`config.mk`:
```
export PLATFORM = sky130hd
export DESIGN_NAME = num_subparser_flat
export DESIGN_NICKNAME = d
export VERILOG_FILES = /design/src/rtl/num_subparser_pkg.sv /design/src/rtl/num_subparser_if.sv /design/src/rtl/num_subparser_decoder.sv /design/src/rtl/num_subparser.sv /design/src/flat_wrapper.sv
export SDC_FILE = /design/constraint.sdc
export NUM_CORES = 1
export LEC_CHECK = 0
export CORE_MARGIN = 2
export CORE_UTILIZATION = 59
export CTS_BUF_LIST = sky130_fd_sc_hd__clkbuf_4 sky130_fd_sc_hd__clkbuf_8
export DETAILED_ROUTE_END_ITERATION = 7
export PLACE_DENSITY = 0.83
export SLEW_MARGIN = 20
export SYNTH_ARGS = -nofsm -noshare
export SYNTH_HDL_FRONTEND = slang
export SYNTH_SLANG_ARGS = --single-unit
```
`constraint.sdc`:
```
create_clock -name clk -period 4.3 [get_ports clk]
set_clock_uncertainty 0.1 [all_clocks]
set_input_delay 0.86 -clock clk [delete_from_list [all_inputs] [get_ports clk]]
set_output_delay 0.86 -clock clk [all_outputs]
set_load 0.01 [all_outputs]
```
`src/rtl/num_subparser_pkg.sv`:
```
// Shared definitions for the numeric argument subparser: ASCII constants,
// character classes and FSM state encoding.
package num_subparser_pkg;

    localparam int DEF_NUM_BITS   = 16;
    localparam int DEF_MAX_DIGITS = 5;

    localparam logic [7:0] CHAR_MINUS = 8'h2D;
    localparam logic [7:0] CHAR_PLUS  = 8'h2B;
    localparam logic [7:0] CHAR_0     = 8'h30;
    localparam logic [7:0] CHAR_9     = 8'h39;
    localparam logic [7:0] CHAR_SPACE = 8'h20;
    localparam logic [7:0] CHAR_TAB   = 8'h09;
    localparam logic [7:0] CHAR_CR    = 8'h0D;
    localparam logic [7:0] CHAR_LF    = 8'h0A;
    localparam logic [7:0] CHAR_SEMI  = 8'h3B;

    typedef enum logic [1:0] {
        CLS_DIGIT,
        CLS_SIGN,
        CLS_DELIM,
        CLS_OTHER
    } char_class_e;

    typedef enum logic [2:0] {
        ST_IDLE,
        ST_REQ,
        ST_WAIT,
        ST_EVAL,
        ST_FINISH
    } state_e;

    function automatic logic is_delim(input logic [7:0] c);
        return (c == CHAR_SPACE) || (c == CHAR_TAB) || (c == CHAR_CR) ||
               (c == CHAR_LF) || (c == CHAR_SEMI);
    endfunction

endpackage

```
`src/rtl/num_subparser_if.sv`:
```
// Handshake bundle between the parent parser, the subparser and the shared
// character reader.
interface num_subparser_if #(
    parameter int NUM_BITS = 16
);
    logic                trigger;
    logic                done;
    logic                rdy;
    logic                rd_trigger;
    logic                rd_done;
    logic                rd_rdy;
    logic                is_empty;
    logic [7:0]          char_in;
    logic                success;
    logic [NUM_BITS-1:0] value;

    modport slave (
        input  trigger, rd_done, rd_rdy, is_empty, char_in,
        output done, rdy, rd_trigger, success, value
    );

    modport master (
        output trigger, rd_done, rd_rdy, is_empty, char_in,
        input  done, rdy, rd_trigger, success, value
    );
endinterface

```
`src/rtl/num_subparser_decoder.sv`:
```
// Combinational ASCII classifier: digit / sign / delimiter / other, plus the
// binary value of a digit character.
module decimal_char_decoder
    import num_subparser_pkg::*;
(
    input  logic [7:0]  ch,
    output char_class_e cls,
    output logic [3:0]  digit
);

    always_comb begin
        cls   = CLS_OTHER;
        digit = '0;
        if ((ch >= CHAR_0) && (ch <= CHAR_9)) begin
            cls   = CLS_DIGIT;
            // '0' is 0x30, so the low nibble is the digit value
            digit = ch[3:0];
        end else if ((ch == CHAR_MINUS) || (ch == CHAR_PLUS)) begin
            cls = CLS_SIGN;
        end else if (is_delim(ch)) begin
            cls = CLS_DELIM;
        end
    end

endmodule

```
`src/rtl/num_subparser.sv`:
```
// Parses one signed decimal integer from the character reader and returns it
// with a pass/fail flag to the parent parser.
module num_subparser
    import num_subparser_pkg::*;
#(
    parameter int NUM_BITS   = DEF_NUM_BITS,
    parameter int MAX_DIGITS = DEF_MAX_DIGITS
) (
    input  logic            clk,
    input  logic            reset,
    num_subparser_if.slave  bus
);

    localparam int CNT_W = $clog2(MAX_DIGITS + 1);
    localparam logic [NUM_BITS:0] POS_LIMIT = {2'b00, {(NUM_BITS-1){1'b1}}};
    localparam logic [NUM_BITS:0] NEG_LIMIT = {2'b01, {(NUM_BITS-1){1'b0}}};

    state_e            state;
    state_e            state_next;
    logic [NUM_BITS:0] mag;
    logic              neg;
    logic              sign_seen;
    logic [CNT_W-1:0]  digits;
    logic [7:0]        ch_q;
    char_class_e       cls;
    logic [3:0]        digit;

    logic do_start;
    logic do_latch;
    logic do_sign;
    logic do_digit;
    logic do_finish;
    logic finish_ok;
    logic has_digits;
    logic range_ok;

    decimal_char_decoder u_dec (
        .ch    (ch_q),
        .cls   (cls),
        .digit (digit)
    );

    assign has_digits = (digits != '0);
    assign range_ok   = neg ? (mag <= NEG_LIMIT) : (mag <= POS_LIMIT);

    assign bus.rdy        = (state == ST_IDLE);
    assign bus.done       = (state == ST_FINISH);
    assign bus.rd_trigger = (state == ST_REQ) && !bus.is_empty && bus.rd_rdy;

    always_comb begin
        state_next = state;
        do_start   = 1'b0;
        do_latch   = 1'b0;
        do_sign    = 1'b0;
        do_digit   = 1'b0;
        do_finish  = 1'b0;
        finish_ok  = 1'b0;
        case (state)
            ST_IDLE: begin
                if (bus.trigger) begin
                    do_start   = 1'b1;
                    state_next = ST_REQ;
                end
            end
            ST_REQ: begin
                // end of input takes priority over issuing another read
                if (bus.is_empty) begin
                    do_finish  = 1'b1;
                    finish_ok  = has_digits && range_ok;
                    state_next = ST_FINISH;
                end else if (bus.rd_rdy) begin
                    state_next = ST_WAIT;
                end
            end
            ST_WAIT: begin
                if (bus.rd_done) begin
                    do_latch   = 1'b1;
                    state_next = ST_EVAL;
                end
            end
            ST_EVAL: begin
                case (cls)
                    CLS_SIGN: begin
                        if (!has_digits && !sign_seen) begin
                            do_sign    = 1'b1;
                            state_next = ST_REQ;
                        end else begin
                            do_finish  = 1'b1;
                            state_next = ST_FINISH;
                        end
                    end
                    CLS_DIGIT: begin
                        if (digits == CNT_W'(MAX_DIGITS)) begin
                            do_finish  = 1'b1;
                            state_next = ST_FINISH;
                        end else begin
                            do_digit   = 1'b1;
                            state_next = ST_REQ;
                        end
                    end
                    CLS_DELIM: begin
                        do_finish  = 1'b1;
                        finish_ok  = has_digits && range_ok;
                        state_next = ST_FINISH;
                    end
                    default: begin
                        do_finish  = 1'b1;
                        state_next = ST_FINISH;
                    end
                endcase
            end
            ST_FINISH: state_next = ST_IDLE;
            default:   state_next = ST_IDLE;
        endcase
    end

    always_ff @(posedge clk) begin
        if (reset) begin
            state       <= ST_IDLE;
            mag         <= '0;
            neg         <= 1'b0;
            sign_seen   <= 1'b0;
            digits      <= '0;
            ch_q        <= '0;
            bus.success <= 1'b0;
            bus.value   <= '0;
        end else begin
            state <= state_next;
            if (do_start) begin
                mag         <= '0;
                neg         <= 1'b0;
                sign_seen   <= 1'b0;
                digits      <= '0;
                bus.success <= 1'b0;
                bus.value   <= '0;
            end
            if (do_latch) begin
                ch_q <= bus.char_in;
            end
            if (do_sign) begin
                sign_seen <= 1'b1;
                neg       <= (ch_q == CHAR_MINUS);
            end
            if (do_digit) begin
                // mag*10 as mag*8 + mag*2
                mag    <= (mag << 3) + (mag << 1) + (NUM_BITS+1)'(digit);
                digits <= digits + 1'b1;
            end
            if (do_finish) begin
                bus.success <= finish_ok;
                if (!finish_ok) begin
                    bus.value <= '0;
                end else if (neg) begin
                    bus.value <= -mag[NUM_BITS-1:0];
                end else begin
                    bus.value <= mag[NUM_BITS-1:0];
                end
            end
        end
    end

endmodule

```
`src/flat_wrapper.sv`:
```
// flat-port wrapper written by rule: the top's interface ports become plain ports
module num_subparser_flat import num_subparser_pkg::*;
#(
    parameter int NUM_BITS   = DEF_NUM_BITS,
    parameter int MAX_DIGITS = DEF_MAX_DIGITS
)
  (clk, reset, bus_trigger, bus_rd_done, bus_rd_rdy, bus_is_empty, bus_char_in, bus_done, bus_rdy, bus_rd_trigger, bus_success, bus_value);
  num_subparser_if #(.NUM_BITS(NUM_BITS)) bus_i ();
  input  logic clk;
  input  logic reset;
  input wire logic [$bits(bus_i.trigger)-1:0] bus_trigger;
  input wire logic [$bits(bus_i.rd_done)-1:0] bus_rd_done;
  input wire logic [$bits(bus_i.rd_rdy)-1:0] bus_rd_rdy;
  input wire logic [$bits(bus_i.is_empty)-1:0] bus_is_empty;
  input wire logic [$bits(bus_i.char_in)-1:0] bus_char_in;
  output wire logic [$bits(bus_i.done)-1:0] bus_done;
  output wire logic [$bits(bus_i.rdy)-1:0] bus_rdy;
  output wire logic [$bits(bus_i.rd_trigger)-1:0] bus_rd_trigger;
  output wire logic [$bits(bus_i.success)-1:0] bus_success;
  output wire logic [$bits(bus_i.value)-1:0] bus_value;
  assign bus_i.trigger = bus_trigger;
  assign bus_i.rd_done = bus_rd_done;
  assign bus_i.rd_rdy = bus_rd_rdy;
  assign bus_i.is_empty = bus_is_empty;
  assign bus_i.char_in = bus_char_in;
  assign bus_done = bus_i.done;
  assign bus_rdy = bus_i.rdy;
  assign bus_rd_trigger = bus_i.rd_trigger;
  assign bus_success = bus_i.success;
  assign bus_value = bus_i.value;
  num_subparser #(.NUM_BITS(NUM_BITS), .MAX_DIGITS(MAX_DIGITS)) u_core (.clk(clk), .reset(reset), .bus(bus_i));
endmodule
```
[After elaboration in Yosys (flattened, before gate mapping)]
Cells that the tools add are included.
Storage, ports and cells
  bits in registers: 50
  bits of input ports: 14
  output and inout port bits: 20
  word-level logic and storage cells: 96
Cells by class
  add/subtract/negate cells: 4
  order comparisons: 4
  equality and inequality tests: 17
  mux-type cells: 43
  reductions and logical operators: 20
Operators by type and width (count)
  two-way mux 16 bit: 4
  two-way mux 17 bit: 2
  equality test 8 x 6 -> 1 bit (second input constant): 4
  equality test 8 x 4 -> 1 bit (second input constant): 3
  two-way mux 3 bit: 8
  two-way mux 1 bit: 21
  adder 17 bit: 1
  adder 17 x 4 -> 17 bit: 1
  less-or-equal comparator 17 x 15 -> 1 bit (second input constant): 1
  less-or-equal comparator 17 x 16 -> 1 bit (second input constant): 1
  negation 16 bit: 1
  case mux 3 bit (4 select lines): 1
  greater-or-equal comparator 8 x 6 -> 1 bit (second input constant): 1
  less-or-equal comparator 8 x 6 -> 1 bit (second input constant): 1
  equality test 3 x 2 -> 1 bit (second input constant): 2
  equality test 3 bit (second input constant): 2
  case mux 1 bit (2 select lines): 3
  case mux 3 bit (2 select lines): 1
  nonzero test 2 bit: 3
  logical AND 1 bit: 5
  logical OR 1 bit: 5
  two-way mux 2 bit: 2
  two-way mux 4 bit: 1
  != test 2 bit (second input constant): 2
  other kinds (10): 12

[Depth between registers and ports, before layout]
Gate-level depths: netlist of run 1.
  depth in word-level cells: 13
  gate-level depth with buffers: 12
  gate-level depth less buffers: 12

[Modules after synthesis]
From an unflattened synthesis of run 1, not the netlist that was laid out.
Second synthesis, totals
  cell total of the unflattened synthesis: 392
  area, all modules: 3345.7 um^2
Modules (own cells, without submodules)
  num_subparser: times used 1, cells each 369, area an instance 3181.8 um^2, seq. area each 1001.0 um^2
  decimal_char_decoder: times used 1, cells each 23, area an instance 163.9 um^2, seq. area each 0.0 um^2

[Worst setup path after synthesis of run 1]
Ideal clock, no wire load.
  kind: register -> register
  start point: reg u_core.ch_q[5]
  end point: reg u_core.mag[10]
  library setup time: 117 ps
  arrival: 2819 ps
  data required time: 4083 ps
  slack: 1264 ps
  cell stages (with the launch flop): 13
  buffers on the path: 0
  clock period less this slack: 3036 ps
  cell sequence: dfxtp_1 > and2_1 > and3b_1 > and2_1 > ha_1 > ha_1 > fa_1 > a211oi_1 > o21bai_1 > a21oi_1 > o21ai_0 > xor2_1 > a22o_1
Between the ends
  longest elaborated chain between the ends: 12
  elaborated cells on any way between the ends: 25
  classes of those cells: 1 x add/sub; 2 x order compare; 7 x eq/ne; 7 x mux; 8 x reduce/logical
RTL lines
  from (decl): RTL line num_subparser.sv:24  | logic [7:0] ch_q;
  from (signal assigned): RTL line num_subparser.sv:138  | ch_q <= bus.char_in;
  branches (longest 12 deep; another with adder 17 x 4 -> 17 bit)
  to (signal assigned): RTL line num_subparser.sv:146  | mag <= (mag << 3) + (mag << 1) + (NUM_BITS+1)'(digit);
  to (decl): RTL line num_subparser.sv:20  | logic [NUM_BITS:0] mag;
Parallel ways; which one is timed is not known.
A chain may end at the register's enable or synchronous reset.

[Worst setup path after layout of run 1]
Same ends and word-level chain as after synthesis.

==> results of run 1 <==
cell families after synthesis:
logic type | Yosys count | synth area share (%)
adder cells (fa/ha/maj) | 35 | 14.0
AND/OR/NAND/NOR | 107 | 17.5
AO/OA/AOI/OAI | 100 | 23.4
multiplexers | 9 | 2.78
buffers and inverters | 27 | 3.98
flip-flops | 50 | 30.9
XOR/XNOR | 28 | 7.56
worst paths after layout:
check	to	slack, ps	depth (start not counted)	start
worst max register to register	u_core.mag[10]	930	12	u_core.ch_q[5]
worst min-delay path	u_core.bus.value[1]	370	1	u_core.bus.value[1]
worst max-delay path	u_core.mag[10]	930	12	u_core.ch_q[5]
worst min register to register	u_core.bus.value[1]	370	1	u_core.bus.value[1]
cell usage after synthesis (2+ instances only):
library cell	n
sky130_fd_sc_hd__nand4b_1	2
sky130_fd_sc_hd__o41ai_1	2
sky130_fd_sc_hd__o2bb2ai_2	5
sky130_fd_sc_hd__o21bai_1	5
sky130_fd_sc_hd__xor2_1	20
sky130_fd_sc_hd__mux2i_1	9
sky130_fd_sc_hd__buf_6	3
sky130_fd_sc_hd__nand3_1	16
sky130_fd_sc_hd__clkbuf_1	8
sky130_fd_sc_hd__o2bb2ai_1	10
sky130_fd_sc_hd__o211ai_1	3
sky130_fd_sc_hd__o21a_1	4
sky130_fd_sc_hd__a21oi_1	24
sky130_fd_sc_hd__fa_1	2
sky130_fd_sc_hd__and3_1	2
sky130_fd_sc_hd__a211oi_1	5
sky130_fd_sc_hd__nor3_1	7
sky130_fd_sc_hd__and2_1	4
sky130_fd_sc_hd__nor2_1	23
sky130_fd_sc_hd__dfxtp_1	50
sky130_fd_sc_hd__inv_1	11
sky130_fd_sc_hd__or4_1	2
sky130_fd_sc_hd__a22o_1	9
sky130_fd_sc_hd__nor3b_1	3
sky130_fd_sc_hd__and4b_1	2
sky130_fd_sc_hd__a21o_1	5
sky130_fd_sc_hd__o21ai_0	14
sky130_fd_sc_hd__or2_2	2
sky130_fd_sc_hd__ha_1	33
sky130_fd_sc_hd__xnor2_1	8
sky130_fd_sc_hd__nor2b_1	3
sky130_fd_sc_hd__nand2_1	23
sky130_fd_sc_hd__nand3b_1	2
sky130_fd_sc_hd__nand4_1	7
sky130_fd_sc_hd__o31ai_1	5
sky130_fd_sc_hd__buf_2	4
sky130_fd_sc_hd__nor4_1	2
cell type report:
| class | instances | share of cell area, % |
|---|---|---|
| clock buffers | 5 | 1.86 |
| clock inverters | 3 | 1.08 |
| inverters | 11 | 1.12 |
| multi-input cells | 279 | 57.2 |
| flip-flops and latches | 50 | 27.0 |
| well taps | 70 | 2.37 |
| repair buffers | 35 | 9.33 |
sequential cells by signal, summed over array words and instances, names as in the netlist:
signal	flops
u_core.bus.success	1
u_core.neg	1
u_core.mag	17
u_core.state	3
u_core.sign_seen	1
u_core.ch_q	8
u_core.bus.value	16
u_core.digits	3
power by group through the flow:
stage          clock, mW  sequential, mW  combinational, mW
3_3_place_gp           0           0.486             0.0691
2_1_floorplan          0           0.480             0.0476
6_report           0.323           0.475             0.0728
3_5_place_dp           0           0.486             0.0699
5_1_grt            0.350           0.477             0.0783
4_1_cts            0.331           0.475             0.0704
per-stage QoR:
| step | std cells | power, mW |
|---|---|---|
| 4_1_cts | 453 | 0.877 |
| 3_3_place_gp | 445 | 0.555 |
| 2_1_floorplan | 356 | 0.527 |
| 3_5_place_dp | 445 | 0.556 |
| 5_1_grt | 453 | 0.906 |
| 6_report | 453 | 0.872 |
routing by layer:
layer | global-route usage [%] | up-vias
met5 | 0 | -
met4 | 7.37 | 0
met3 | 3.68 | 8
met2 | 41.3 | 75
met1 | 34.2 | 1307
li1 | - | 1372
worst max-delay path, stage by stage (launching register included):
cell and delay [ps]:
sky130_fd_sc_hd__dfxtp_1 380, sky130_fd_sc_hd__and2_1 210, sky130_fd_sc_hd__and3b_1 200, sky130_fd_sc_hd__and2_1 160, sky130_fd_sc_hd__ha_1 270, sky130_fd_sc_hd__ha_1 250
sky130_fd_sc_hd__fa_1 440, sky130_fd_sc_hd__a211oi_1 390, sky130_fd_sc_hd__o21bai_1 130, sky130_fd_sc_hd__a21oi_1 240, sky130_fd_sc_hd__o21ai_0 160, sky130_fd_sc_hd__xor2_1 160
sky130_fd_sc_hd__a22o_1 200
==> reports/qor.yml, run 1 <==
floorplan:
  die_h_um: 78.1
  die_x_um: 78.1
  std_cell_rows: 26
  num_io_pins: 34
  core_area_um2: 5200
  die_area_um2: 6100
  floorplan.initialDensity_pct: 62.3
finish:
  post-route-util_pct: 71.1
  area_delta_synth_final_pct: 14.2
  num-fill-cells: 418
  nets: 431
  most-common-layout-cells: "50 x sky130_fd_sc_hd__dfxtp_1, 33 x sky130_fd_sc_hd__ha_1, 33 x sky130_fd_sc_hd__clkdlybuf4s50_1, 24 x sky130_fd_sc_hd__a21oi_1"
  drive_above_1_share_pct: 5.74
  most_common_library_cell_in_the_layout_ignoring_fill_and_taps: "sky130_fd_sc_hd__dfxtp_1"
  antennaDiodeCount: 0
  post_route_cell_area_um2: 3700
  seq_area_um2: 1000
  multiInputGateArea_um2: 2120
global_route:
  grt_max_degree: 24
  gr-total-overflow: 0
  grt_pass1_vias: 2606
  first_pass_grt_wire_length_mm: 12.5
  antenna_found_initial: 0
  grt_util_all_layers_pct: 25.1
clocking:
  post_cts_resized: 0
  clk-insertion-delay-late_ps: 300
  cts_tree: "done"
  cts_hold_buf: 0
  cts.sink_count: 50
  cts.htree.levels: 2
  cts-buffers-inserted: 5
  cts.clk_slew.worst_paths_ps: 90
  cts.root.buffer_cell: "sky130_fd_sc_hd__clkbuf_8"
  clk_path_buf_depth: 2
  cts_post_setup_buffers_inserted: 0
yosys:
  seq_area_frac_synth_pct: 30.9
  netlist_area_um2: 3240
  synth_top_cell_area_share_pct: 30.9
  yosys_top_cell_by_area: "sky130_fd_sc_hd__dfxtp_1"
  ys_ff_latch: 50
  post_synth_inst_count: 356
  synth_top_cells_by_area: "sky130_fd_sc_hd__dfxtp_1 31%, sky130_fd_sc_hd__ha_1 13%, sky130_fd_sc_hd__xor2_1 5.4%"
  synth-edff-count: 0
  postSynth.asyncResetShare_pct: 0
  syn_area_per_cell_um2: 9.11
  ys_types: 54
  net_count_after_synthesis: 405
  postSynth.topFlopCell: "sky130_fd_sc_hd__dfxtp_1"
  yosys_warnings: 0
drt:
  top_layer_used: "met4"
  first_iter_violations: 154
  met3RoutedLength_um: 337
  met2WireLength_mm: 3.36
  dr_total_vias: 2762
  route.antenna.remaining_nets: 0
  route.final.wire_length_mm: 7.24
  post_drt_via_cell_ratio: 6.10
  drt-pass1-iter-count: 4
  wirelength_met1_mm: 3.43
  average_routed_wire_per_standard_cell_um: 16.0
  post_route_drc: 0
sta:
  setup_violations: 0
  grt_setup_unrepaired: "no"
  hold_violations: 0
  tightest_slew_ps: 749
  post-route-period-util_pct: 78.5
  postLayoutSetupSlackWorst_ps: 925
  post-route-min-period_ps: 3370
  max_slew_margin_pct: 50.0
  setup_tns_ps: 0
  finalMaxSlewViolations: 0
  peak_clock_frequency_supported_by_timing_mhz: 296
  hold-worst-slack_ps: 368
worst_setup_path:
  critical_path_arrival_ps: 3470
  timing.setup.critical_path_class: "reg -> reg"
  largest_fanout_on_the_critical_path: 7
  crit_path_end_kind: "flop"
  required_ps: 4390
  crit_path_start_kind: "flop"
power_and_ir_drop:
  power.combinational.fraction_pct: 8.4
  clockPowerShare_pct: 37.1
  cell_internal_pwr_mw: 0.671
  share_of_total_power_consumed_by_net_switching_pct: 23.1
  ir_drop_mv: 0.153
  total_leakage_power_nw: 1.53
  powerDensity_nw_per_um2: 235
  p_seq_share_pct: 54.5
  net-switching-power_mw: 0.201
place:
  weighted_congestion_at_the_end_of_routability_driven_global_placement: 0.834
  numPortBuffers: 33
  placed_cell_area_um2: 3590
  place_ws_ps: 1000
  detailedPlacementHpwl_mm: 5.30
worst_hold_path:
  hp-class: "reg -> reg"
status:
  run_status: "finished, final reports clean"
flow_run:
  maxCapViolCount: 0
Power figures use the tool's default switching activity.
==> run 2, diff against run 1 <==
--- a/config.mk
+++ b/config.mk
@@ -6,10 +6,10 @@
 export NUM_CORES = 1
 export LEC_CHECK = 0
 export CORE_MARGIN = 2
-export CORE_UTILIZATION = 59
+export CORE_UTILIZATION = 53
 export CTS_BUF_LIST = sky130_fd_sc_hd__clkbuf_4 sky130_fd_sc_hd__clkbuf_8
 export DETAILED_ROUTE_END_ITERATION = 7
-export PLACE_DENSITY = 0.83
+export PLACE_DENSITY = 0.78
 export SLEW_MARGIN = 20
 export SYNTH_ARGS = -nofsm -noshare
 export SYNTH_HDL_FRONTEND = slang
==> constraint.sdc (replaced) <==
create_clock -name clk -period 2.8 [get_ports clk]
set_clock_uncertainty 0.1 [all_clocks]
set_input_delay 0.56 -clock clk [delete_from_list [all_inputs] [get_ports clk]]
set_output_delay 0.56 -clock clk [all_outputs]
set_load 0.01 [all_outputs]
==> reports/qor.yml, run 2 (same netlist as run 1, synthesis figures left out) <==
status:
  run_status: "finished, violations left"  # was finished, final reports clean
  violations: "setup timing"
drt:
  route.antenna.remaining_nets: 0  # unchanged
  first_iter_violations: 153  # was 154
  drt-pass1-iter-count: 5  # was 4
  average_routed_wire_per_standard_cell_um: 16.0  # about the same
  dr_total_vias: 2934  # was 2,762
  route.final.wire_length_mm: 7.82  # was 7.24 mm
  post_drt_via_cell_ratio: 6.00  # was 6.10
  post_route_drc: 0  # unchanged
global_route:
  grt_pass1_vias: 2714  # was 2,606
  gr-total-overflow: 0  # unchanged
  grt.met3_usage_pct: 4.02  # was 3.68%
  globalRouteMet1Util_pct: 32.3  # was 34.2%
  grt_util_all_layers_pct: 24.0  # was 25.1%
  antenna_found_initial: 0  # unchanged
  grt-busiest-layer: "met2"  # unchanged
  first_pass_grt_wire_length_mm: 12.8  # was 12.5 mm
  gr-usage-met2_pct: 38.5  # was 41.3%
  grt_max_degree: 27  # was 24
sta:
  tightest_slew_ps: 1040  # was 749 ps
  grt_setup_unrepaired: "yes"  # was no
  postLayoutSetupSlackWorst_ps: -48.1  # was 925 ps
  finalMaxSlewViolations: 0  # unchanged
  peak_clock_frequency_supported_by_timing_mhz: 351  # was 296 MHz
  post-route-period-util_pct: 102  # was 78.5%
  post-route-min-period_ps: 2850  # was 3370 ps
  max_slew_margin_pct: 30.1  # was 50.0%
  hold_violations: 0  # unchanged
  setup_violations: 4  # was 0
worst_setup_path:
  r2r_end: "u_core.mag[14]"  # was u_core.mag[10]
  critical_path_arrival_ps: 2960  # was 3470 ps
  crit_path_start_kind: "flop"  # unchanged
  regToRegStartpoint: "u_core.ch_q[4]"  # was u_core.ch_q[5]
  r2r_slack_ps: -50  # was 930 ps
  required_ps: 2910  # was 4390 ps
  timing.reg2reg.worst_path_depth: 12  # unchanged
  crit_path_end_kind: "flop"  # unchanged
  timing.setup.critical_path_class: "reg -> reg"  # unchanged
  largest_fanout_on_the_critical_path: 3  # was 7
finish:
  post-route-util_pct: 68.4  # was 71.1%
  drive_above_1_share_pct: 18.4  # was 5.74%
  largest_register_ff_count: 17  # unchanged
  regMostFlops: "u_core.mag"  # unchanged
  post_route_cell_area_um2: 4050  # was 3700 um2
  antennaDiodeCount: 0  # unchanged
  area_delta_synth_final_pct: 24.9  # was 14.2%
  biggest_regs: "u_core.mag x17, u_core.bus.value x16, u_core.ch_q x8"  # unchanged
  nets: 462  # was 431
  most-common-layout-cells: "46 x sky130_fd_sc_hd__dfxtp_1, 33 x sky130_fd_sc_hd__clkdlybuf4s50_1, 32 x sky130_fd_sc_hd__buf_4, 30 x sky130_fd_sc_hd__ha_1, 23 x sky130_fd_sc_hd__nand2_1"  # was 50 x sky130_fd_sc_hd__dfxtp_1, 33 x sky130_fd_sc_hd__ha_1, 33 x sky130_fd_sc_hd__clkdlybuf4s50_1, 24 x sky130_fd_sc_hd__a21oi_1
  most_common_library_cell_in_the_layout_ignoring_fill_and_taps: "sky130_fd_sc_hd__dfxtp_1"  # unchanged
worst_hold_path:
  hp-class: "reg -> reg"  # unchanged
  whs_endpoint: "u_core.sign_seen"  # was u_core.bus.value[1]
  min_delay_path_depth: 2  # was 1
  startpoint_of_the_lowest_slack_hold_path: "u_core.sign_seen"  # was u_core.bus.value[1]
place:
  placed_cell_area_um2: 3800  # was 3590 um2
  numPortBuffers: 33  # unchanged
  place_ws_ps: -215  # was 1000 ps
  weighted_congestion_at_the_end_of_routability_driven_global_placement: 0.841  # was 0.834
  detailedPlacementHpwl_mm: 5.63  # was 5.30 mm
power_and_ir_drop:
  finalPower_mw: 1.37  # was 0.872 mW
  ir_drop_mv: 0.250  # was 0.153 mV
  total_leakage_power_nw: 1.70  # was 1.53 nW
  powerDensity_nw_per_um2: 338  # was 235 nW/um2
clocking:
  cts.sink_count: 50  # unchanged
  cts.clk_slew.worst_paths_ps: 100  # was 90 ps
  cts.htree.levels: 2  # unchanged
  cts-buffers-inserted: 5  # unchanged
  cts.root.buffer_cell: "sky130_fd_sc_hd__clkbuf_8"  # unchanged
  clk-insertion-delay-late_ps: 310  # was 300 ps
  clk_path_buf_depth: 2  # unchanged
  cts_tree: "done"  # unchanged
floorplan:
  die_area_um2: 6760  # was 6100 um2
  die_x_um: 82.2  # was 78.1 um
  core_area_um2: 5920  # was 5200 um2
  die_h_um: 82.2  # was 78.1 um
  floorplan.initialDensity_pct: 54.8  # was 62.3%
  num_io_pins: 34  # unchanged
  std_cell_rows: 28  # was 26
flow_run:
  maxCapViolCount: 0  # unchanged
## run 2: cell count changes in the layout (fill, tap and decap cells not counted), moves of 4 or more
cell,previous run,this run
sky130_fd_sc_hd__buf_4,2,32
sky130_fd_sc_hd__a211oi_1,5,1
sky130_fd_sc_hd__dfxtp_1,50,46
sky130_fd_sc_hd__dfxtp_2,0,4
## run 2: repair_timing
| action | 4_1_cts | 5_1_grt |
|---|---|---|
| hold buffers | 0 | 0 |
| pin swaps | 17 | 12 |
| resized for setup | 13 | 13 |
| endpoints found under the setup margin | 9 | 11 |
| cloned | 0 | 0 |
| setup buffers | 3 | 2 |
## run 2: worst max-delay path, cell delays in order, from the launching register on
cell                       delay [ps]
sky130_fd_sc_hd__dfxtp_2          340
sky130_fd_sc_hd__and2_4           140
sky130_fd_sc_hd__buf_6             90
sky130_fd_sc_hd__nand4_1          120
sky130_fd_sc_hd__fa_1             510
sky130_fd_sc_hd__inv_2             60
sky130_fd_sc_hd__fa_2             370
sky130_fd_sc_hd__a211oi_4         260
sky130_fd_sc_hd__o21a_1           160
sky130_fd_sc_hd__o211ai_1         110
sky130_fd_sc_hd__a21oi_1          220
sky130_fd_sc_hd__xnor2_1          110
sky130_fd_sc_hd__a22o_1           180
## run 2: metrics by stage
| stage | cells | TNS [ps] | hold WS (ps) |
|---|---|---|---|
| after floorplan | 356 | -182 | 337 |
| after global placement | 476 | -340 | 346 |
| after detailed placement | 476 | -976 | 349 |
| after CTS | 487 | -502 | 368 |
| after global routing | 489 | -1160 | 384 |
| final | 489 | -103 | 367 |
## run 2: metal layers
| layer | up-vias | part of all wire, % |
|---|---|---|
| met5 | - | 0 |
| met4 | 0 | 2.4 |
| met3 | 18 | 4.4 |
| met2 | 89 | 48 |
| met1 | 1399 | 46 |
| li1 | 1428 | - |
## run 2: how the worst max path moves through the flow
stage	slack (ps)	endpoint	startpoint	depth (start not counted)
floorplan	-70	u_core.mag[15]	u_core.ch_q[1]	12
global placement	-110	u_core.mag[15]	u_core.ch_q[7]	11
detailed placement	-210	u_core.mag[10]	u_core.ch_q[5]	12
CTS	-140	u_core.mag[14]	u_core.ch_q[5]	12
global route	-160	u_core.mag[9]	u_core.ch_q[4]	13
finish	-50	u_core.mag[14]	u_core.ch_q[4]	12
## run 2: report_power, final
group	internal [mW]	leakage (nW)	switching, mW	total [mW]
Sequential	0.717	0.405	0.0117	0.729
Clock	0.266	0.0504	0.256	0.522
Combinational	0.0539	1.24	0.0651	0.119
Total	1.04	1.70	0.333	1.37
## run 2: layout make-up
class,instances,area (um2)
Clock inverter,3,45.0
Timing Repair Buffer,66,582
Tap cell,75,93.8
Fill cell,446,1870
Sequential cell,50,1010
Inverter,11,41.3
Clock buffer,5,68.8
Multi-Input combinational cell,279,2210
